==> src/rtl/branch_predictor.sv <==
// 2-bit saturating-counter BHT indexed by pc[INDEX_BITS+1:2], plus branch and mispredict counters for CSR readout.
// The lookup is a zero-latency combinational read. Updates land on the next rising edge unless stall is high.
module branch_predictor #(
  parameter int INDEX_BITS = 5,
  parameter int CNT_WIDTH  = 32
) (
  input  logic                 clk,
  input  logic                 rst,
  input  logic [31:0]          pc_if,
  output logic                 pred_taken_if,
  input  logic                 stall,
  input  logic                 is_branch_id,
  input  logic [31:0]          pc_id,
  input  logic                 pred_taken_id,
  input  logic                 branch_taken_id,
  output logic                 mispredict,
  output logic [CNT_WIDTH-1:0] branch_cnt,
  output logic [CNT_WIDTH-1:0] mispredict_cnt
);

  localparam int ENTRIES = 1 << INDEX_BITS;

  logic [ENTRIES-1:0][1:0] r_bht;
  logic [CNT_WIDTH-1:0]    r_branch_cnt;
  logic [CNT_WIDTH-1:0]    r_mispredict_cnt;

  logic [INDEX_BITS-1:0]   w_if_idx;
  logic [INDEX_BITS-1:0]   w_id_idx;
  logic [1:0]              w_cur;
  logic [1:0]              w_nxt;
  logic                    w_upd;
  logic                    w_unused_pc;

  assign w_if_idx = pc_if[INDEX_BITS+1:2];
  assign w_id_idx = pc_id[INDEX_BITS+1:2];

  // Tagless table: the PC bits outside the index window are deliberately ignored.
  assign w_unused_pc = ^{pc_if[31:INDEX_BITS+2], pc_if[1:0],
                         pc_id[31:INDEX_BITS+2], pc_id[1:0]};

  // Read-before-write: a same-cycle update to this index is not bypassed.
  assign pred_taken_if = r_bht[w_if_idx][1];

  assign mispredict = is_branch_id & (pred_taken_id ^ branch_taken_id);
  assign w_upd      = is_branch_id & ~stall;

  assign w_cur = r_bht[w_id_idx];

  always_comb begin
    w_nxt = w_cur;
    if (branch_taken_id) begin
      if (w_cur != 2'b11) w_nxt = w_cur + 2'd1;
    end else begin
      if (w_cur != 2'b00) w_nxt = w_cur - 2'd1;
    end
  end

  always_ff @(posedge clk) begin
    if (rst) begin
      r_bht            <= {ENTRIES{2'b01}};
      r_branch_cnt     <= '0;
      r_mispredict_cnt <= '0;
    end else if (w_upd) begin
      r_bht[w_id_idx] <= w_nxt;
      r_branch_cnt    <= r_branch_cnt + CNT_WIDTH'(1);
      if (mispredict) r_mispredict_cnt <= r_mispredict_cnt + CNT_WIDTH'(1);
    end
  end

  assign branch_cnt     = r_branch_cnt;
  assign mispredict_cnt = r_mispredict_cnt;

endmodule

==> config.mk <==
export PLATFORM = sky130hd
export DESIGN_NAME = branch_predictor
export DESIGN_NICKNAME = d
export VERILOG_FILES = /design/src/rtl/branch_predictor.sv
export SDC_FILE = /design/constraint.sdc
export NUM_CORES = 1
export LEC_CHECK = 0
export CORE_UTILIZATION = 51
export DETAILED_ROUTE_END_ITERATION = 7
export PLACE_DENSITY = 0.8
export SLEW_MARGIN = 20
export SYNTH_ARGS = -nofsm -noshare
export SYNTH_HDL_FRONTEND = slang
export SYNTH_SLANG_ARGS = --single-unit
==> constraint.sdc <==
create_clock -name clk -period 5.75 [get_ports clk]
set_input_delay 1.725 -clock clk [delete_from_list [all_inputs] [get_ports clk]]
set_output_delay 1.725 -clock clk [all_outputs]
set_load 0.005 [all_outputs]
==> summary.md, run 1 <==
| Metric | Value |
|---|---|
| Setup repair bufs after CTS | `0` |
| DR iter-0 viols | `between 300 and 400` |
| Starting Density | `0.532` |
| Share of the synthesized area in the top cell type | `0.415` |
| Fin cells | `880` |
| Core Rows | `39` |
| CP endpoint kind | `primary output` |
| Worst-margin pin slew | `about 1100 ps` |
| Top_reg_cell synth | `dfxtp_1` |
| Die span in y | `112 µm` |
| Initial antenna violation count | `0` |
| Largest cells by area after synthesis | `dfxtp_1 41%, nor2_1 7.7%, a211oi_2 6.1%` |
| WP data arrival | `3890 ps` |
| Final Max Slew Viols | `0` |
| CTS tree | `yes` |
| Worst-Skew Late Latency | `~420 ps` |
| Pwr Density | `261 nW/µm²` |
| CP Launch Point | `pc_if[3]` |
| Distinct cell type count after synthesis | `41` |
| Vias in the first global route | `around 5,300` |
| CP Capture Point | `pred_taken_if` |
| Vias | `5,227` |
| Crit path max-delay family | `buffers and inverters` |
| IO buf count | `81` |
| CTS Sinks | `roughly 130` |
| Top cell type by total area after synthesis | `dfxtp_1` |
| Area after DPL | `about 7000 µm²` |
| Startpoint types | `input pin` |
| Final instance area | `~7600 µm²` |
| Critical path type | `in2out` |
| Post-Syn Instances | `656` |
| Post-synth ARST share | `0` |
| Status | `complete, but fails checks` |
| MaxCap Viol Count | `0` |
| Register area share after synthesis | `0.415` |
| R2R depth | `7` |
| Crit path buf inv count | `3` |
| Post-Syn Area | `6180 µm²` |
| Final nets | `around 800` |
| Critical path peak fanout | `8` |
| Reg2Reg Setup Slack | `between 3000 and 4000 ps` |
| Gpl congestion | `0.870` |
| H-tree depth | `4` |
| Die Wd | `about 110 µm` |
| Root buffer cell | `clkbuf_16` |
| Fin Clk Skew | `9.03 ps` |
| Final global-route overflow total | `0` |
| Mapped Avg Cell Area | `between 9 and 10 µm²` |
| EDFF count, synth | `0` |
| Min-delay worst type | `reg2reg` |
| DR pass1 iterations | `7` |
| Worst path cell trace | `clkdlybuf4s50_1 > buf_12 > mux4_2 > mux4_2 > mux2_2 > clkdlybuf4s50_1` |
| Post-DRT Antenna Nets | `0` |
| GRT Total Usage | `0.251` |
| Cts hold-fix bufs | `0` |
| Via density per instance | `5.94` |
| RSZ-0062 raised after global routing | `no` |
| Dpl cells | `approximately 850` |
| CP Data Required Time | `4030 ps` |
| Clock transition at path regs | `50 ps` |
| Clock Tree Buf Depth | `2` |
| Final period utilization | `0.977` |
| Reg2Reg Launch Point | `r_bht[39]` |
| Synth warnings | `0` |
| Slew headroom | `0.275` |
| Final setup violating endpoints | `0` |
| Hold Slack | `503 ps` |
| Crit path largest cell delay | `~520 ps` |
| Routed len/inst | `between 15 and 20 µm` |
| VDD IR max | `0.000175 V` |
| Area growth syn-to-layout | `22.4%` |
| Failing checks | `design-rule violations` |
| Die area | `~13,000 µm²` |
| # DRC | `1` |
| Area of the core | `approximately 12,000 µm²` |
| # IOs | `around 140` |
| TritonCTS buffer count | `17` |
| Count of final hold-check violations | `0` |
| First-pass GRT wire length | `between 20,000 and 30,000 µm` |
| Post-DP HPWL | `approximately 10,000 µm` |
| Final Util | `0.651` |
| Pin count of the biggest net entering global routing | `just under 100` |
| Ratio of cells with drive above 1 in the final layout | `0.114` |
| Endpoint of the worst register-to-register path | `r_bht[19]` |
| N_diodes | `0` |
| Yosys reg bits | `128` |
| Total detailed-routing wirelength | `~15,000 µm` |
| Fill count | `between 900 and 1,000` |
| Maximum clock frequency | `roughly 180 MHz` |
| LEAKAGE | `between 2 and 3 nW` |
| Crit path depth | `6` |
| Final min period | `between 5000 and 6000 ps` |
| Slowest-stage cell, CP | `clkdlybuf4s50_1` |
| Net Count, Synth | `roughly 730` |
## report_power, final
part	leakage (nW)	internal, mW	switching (mW)
Combinational	1.20	0.0429	0.0795
Sequential	1.03	0.893	0.00453
Clock	0.269	0.587	0.367
## per-stage QoR
stage,worst slack (ps),TNS [ps],power (mW)
global placement,-59.2,-59.2,1.03
finish,132,0,1.97
floorplan,602,0,1.01
global route,105,0,2.03
detailed placement,-53.7,-53.7,1.04
CTS,136,0,1.99
## placed cells by master, fill, tap and decap left out, types with 9 or more instances in the layout
| master | count |
|---|---|
| a211o_1 | 32 |
| a211oi_2 | 30 |
| a21oi_1 | 10 |
| and4_1 | 10 |
| clkbuf_16 | 17 |
| clkdlybuf4s50_1 | 78 |
| dfxtp_1 | 128 |
| mux2i_1 | 27 |
| mux4_2 | 13 |
| nand2_1 | 23 |
| nand3_1 | 24 |
| nand4_1 | 19 |
| nor2_1 | 127 |
| nor2b_1 | 36 |
| o21ai_0 | 9 |
| o22ai_1 | 12 |
| or3_1 | 14 |
| xnor2_1 | 16 |
| xor2_1 | 38 |
## area by class of cell
cell class / instances / area, µm² / area share
Inverter: 7 / 26.3 / 0.00348
Multi-Input combinational cell: 484 / 3390 / 0.449
Timing Repair Buffer: 87 / 872 / 0.115
Clock buffer: 24 / 492 / 0.0650
Sequential cell: 128 / 2560 / 0.339
Clock inverter: 7 / 35.0 / 0.00463
Tap cell: 143 / 179 / 0.0237
## state kept, by name, indices dropped and copies added (netlist names)
name	count
branch_cnt	32
r_bht	64
mispredict_cnt	32
## worst reg2reg max path, stage by stage, from the launching register on
cell and delay, ps:
dfxtp_1 330, mux4_2 480, nor2b_1 160, a211oi_1 270, o2111a_1 230, maj3_2 630
buf_4 290, a211oi_2 80
## routing by layer
metal / GRT usage / part of all wire / vias up
met5: 0 / 0 / -
met4: 0.117 / 0.021 / 0
met3: 0.0702 / 0.071 / 32
met2: 0.436 / 0.50 / 182
met1: 0.287 / 0.41 / 2536
li1: - / - / 2477
## Yosys cell counts, drive strengths merged (5+ instances only)
cell type,count
nor2b,36
a21oi,10
nand2,23
nand3,24
xor2,38
o21ai,9
nor3,8
clkbuf,23
a211oi,33
nor2,127
a211o,32
mux4,13
o22ai,12
and3,5
xnor2,16
and4,10
buf,14
nor4,5
inv,7
dfxtp,128
mux2i,27
or3,14
nand4,19
## worst min-delay path by stage
stage                    from        endpoint  slack, ps  cells past startpoint
2_1_floorplan  branch_cnt[31]  branch_cnt[31]        470                      2
3_3_place_gp    branch_cnt[1]   branch_cnt[1]        480                      2
6_report       branch_cnt[31]  branch_cnt[31]        500                      2
4_1_cts        branch_cnt[31]  branch_cnt[31]        500                      2
5_1_grt        branch_cnt[23]  branch_cnt[23]        550                      2
3_5_place_dp   branch_cnt[31]  branch_cnt[31]        500                      2
## logic make-up after synthesis
kind of cell    share of synthesized area
xor+xnor                           0.0765
buf+inv                            0.0369
flops                               0.415
fa+ha+maj                         0.00769
mux                                0.0948
compound gates                      0.141
simple gates                        0.229
## what timing repair did
action	CTS	global route
endpoints found under the hold margin	0	0
setup endpoints to repair	1	0
resized for setup	1	0
(Power assumes the default switching activity.)
==> run 2: changes to the inputs <==
--- a/config.mk
+++ b/config.mk
@@ -5,6 +5,7 @@
 export SDC_FILE = /design/constraint.sdc
 export NUM_CORES = 1
 export LEC_CHECK = 0
+export ABC_CLOCK_PERIOD_IN_PS = 5750
 export CORE_UTILIZATION = 51
 export DETAILED_ROUTE_END_ITERATION = 7
 export PLACE_DENSITY = 0.8
==> results of run 2 <==
The final DEF is identical to that of run 1; final timing and power are the same.
==> run 3: changes to the inputs <==
--- a/config.mk
+++ b/config.mk
@@ -6,6 +6,7 @@
 export NUM_CORES = 1
 export LEC_CHECK = 0
 export ABC_CLOCK_PERIOD_IN_PS = 5750
+export CAP_MARGIN = 30
 export CORE_UTILIZATION = 51
 export DETAILED_ROUTE_END_ITERATION = 7
 export PLACE_DENSITY = 0.8
==> summary.md, run 3 (synthesis gave the netlist of run 1 again) <==
| Metric | Value |
|---|---|
| Status | `completed (was complete, but fails checks)` |
| Max reg flops | `64 (unchanged)` |
| RSZ-0062 raised after global routing | `no (unchanged)` |
| Core Rows | `39 (unchanged)` |
| Power share of the combinational group | `0.055 (was 0.062)` |
| H-tree depth | `4 (unchanged)` |
| Reg2Reg Launch Point | `r_bht[39] (unchanged)` |
| Maximum clock frequency | `178 MHz (about the same)` |
| Vias | `5,310 (was 5,227)` |
| WP data arrival | `3880 ps (was 3890 ps)` |
| Post-DP HPWL | `10,200 µm (about the same)` |
| Final Max Slew Viols | `0 (unchanged)` |
| Clock transition at path regs | `50 ps (about the same)` |
| DR pass1 iterations | `7 (unchanged)` |
| Worst-Skew Late Latency | `430 ps (was 420 ps)` |
| R2R depth | `7 (unchanged)` |
| Final period utilization | `0.975 (was 0.977)` |
| Worst-margin pin slew | `960 ps (was 1080 ps)` |
| N_diodes | `0 (unchanged)` |
| Reg2Reg Setup Slack | `3160 ps (was 3120 ps)` |
| HP Start | `branch_cnt[31] (unchanged)` |
| Ratio of cells with drive above 1 in the final layout | `0.120 (was 0.114)` |
| Root buffer cell | `clkbuf_16 (unchanged)` |
| Die Wd | `112 µm (unchanged)` |
| Starting Density | `0.532 (unchanged)` |
| Pwr Density | `291 nW/µm² (was 261 nW/µm²)` |
| Area of the core | `11,600 µm² (unchanged)` |
| CP Data Required Time | `4030 ps (about the same)` |
| Final min period | `5600 ps (was 5620 ps)` |
| TritonCTS buffer count | `17 (unchanged)` |
| Vias in the first global route | `5,247 (was 5,344)` |
| # DRC | `0 (was 1)` |
| Most frequent cells in the layout | `128 x dfxtp_1, 127 x nor2_1, 78 x clkdlybuf4s50_1 (unchanged)` |
| Die span in y | `112 µm (unchanged)` |
| Initial antenna violation count | `0 (unchanged)` |
| Count of final hold-check violations | `0 (unchanged)` |
| Slew headroom | `0.360 (was 0.275)` |
| Reg with most FFs | `r_bht (unchanged)` |
| Cts hold-fix bufs | `0 (unchanged)` |
| CP endpoint kind | `primary output (unchanged)` |
| Sw Share | `0.210 (was 0.228)` |
| Int Power | `1.78 mW (was 1.52 mW)` |
| Pin count of the biggest net entering global routing | `98 (unchanged)` |
| Startpoint types | `input pin (unchanged)` |
| Post-DRT Antenna Nets | `0 (unchanged)` |
| IO buf count | `81 (unchanged)` |
| Final nets | `800 (was 797)` |
| CTS Sinks | `128 (unchanged)` |
| Area growth syn-to-layout | `25.3% (was 22.4%)` |
| Power share of the clock group | `0.547 (was 0.483)` |
| LEAKAGE | `2.59 nW (was 2.50 nW)` |
| Gpl congestion | `0.870 (unchanged)` |
| Via density per instance | `6.01 (was 5.94)` |
| Hold depth | `2 (unchanged)` |
| TNS Setup | `0 ps (unchanged)` |
| CP Launch Point | `pc_if[3] (unchanged)` |
| Critical path type | `in2out (unchanged)` |
| Critical path peak fanout | `8 (unchanged)` |
| Fin Clk Skew | `10.8 ps (was 9.03 ps)` |
| Most common cell after layout, fill and taps aside | `dfxtp_1 (unchanged)` |
| CTS tree | `yes (unchanged)` |
| Flop pwr share | `0.398 (was 0.455)` |
| First-pass GRT wire length | `25,200 µm (was 25,100 µm)` |
| # IOs | `136 (unchanged)` |
| Min-delay worst type | `reg2reg (unchanged)` |
| Final global-route overflow total | `0 (unchanged)` |
| MaxCap Viol Count | `0 (unchanged)` |
| Die area | `12,600 µm² (unchanged)` |
| Clock Tree Buf Depth | `2 (unchanged)` |
| Routed len/inst | `17.6 µm (was 17.3 µm)` |
| Total net switching power | `474 µW (was 451 µW)` |
| VDD IR max | `0.000239 V (was 0.000175 V)` |
| DR iter-0 viols | `416 (was 383)` |
| Final Util | `0.667 (was 0.651)` |
| GRT Total Usage | `0.255 (was 0.251)` |
| Final setup violating endpoints | `0 (unchanged)` |
| Total detailed-routing wirelength | `15,600 µm (was 15,300 µm)` |
run 3: layer usage:
metal / vias up / GRT usage / share of wire / wire length, µm
met3: 37 / 0.0810 / 0.074 / 1150
met4: 0 / 0.127 / 0.024 / 368
li1: 2494 / - / - / -
met2: 225 / 0.431 / 0.50 / 7730
met5: - / 0 / 0 / 0
met1: 2554 / 0.293 / 0.41 / 6320
run 3: final cells by class:
class	instances	area, µm²
clock buffers	21	470
clock inverters	11	208
fillers	905	3870
inverters	7	26.3
multi-input cells	484	3390
flip-flops and latches	128	2560
well taps	143	179
repair buffers	90	910
run 3: worst paths after layout:
path	endpoint
worst max-delay path	pred_taken_if
worst min-delay path	branch_cnt[31]
worst max register to register	r_bht[25]
worst min register to register	branch_cnt[31]
run 3: what timing repair did:
action / CTS / global route
resized for setup: 1 / 0
setup endpoints to repair: 1 / 0
setup buffers: 0 / 0
run 3: stage by stage:
step                      instance area [µm²]  setup WS (ps)  total power [mW]  cells  hold WS [ps]
after global routing                     7740            103              2.31    884           537
after CTS                                7710            136              2.26    882           492
after detailed placement                 7030          -64.9              1.04    850           485
final                                    7740            146              2.26    884           497
after floorplan                          6180            602              1.01    656           474
after global placement                   7030          -59.2              1.03    849           479
run 3: power groups by stage:
stage	Sequential [mW]	Combinational, mW	Clock (mW)
6_report	0.897	0.125	1.23
5_1_grt	0.897	0.133	1.28
4_1_cts	0.897	0.122	1.24
3_5_place_dp	0.915	0.121	0
3_3_place_gp	0.915	0.118	0
2_1_floorplan	0.914	0.0913	0
run 3: critical path: stages:
cell	delay, ps
clkdlybuf4s50_1	520
buf_12	140
mux4_2	290
mux4_2	490
mux2_2	280
clkdlybuf4s50_1	440
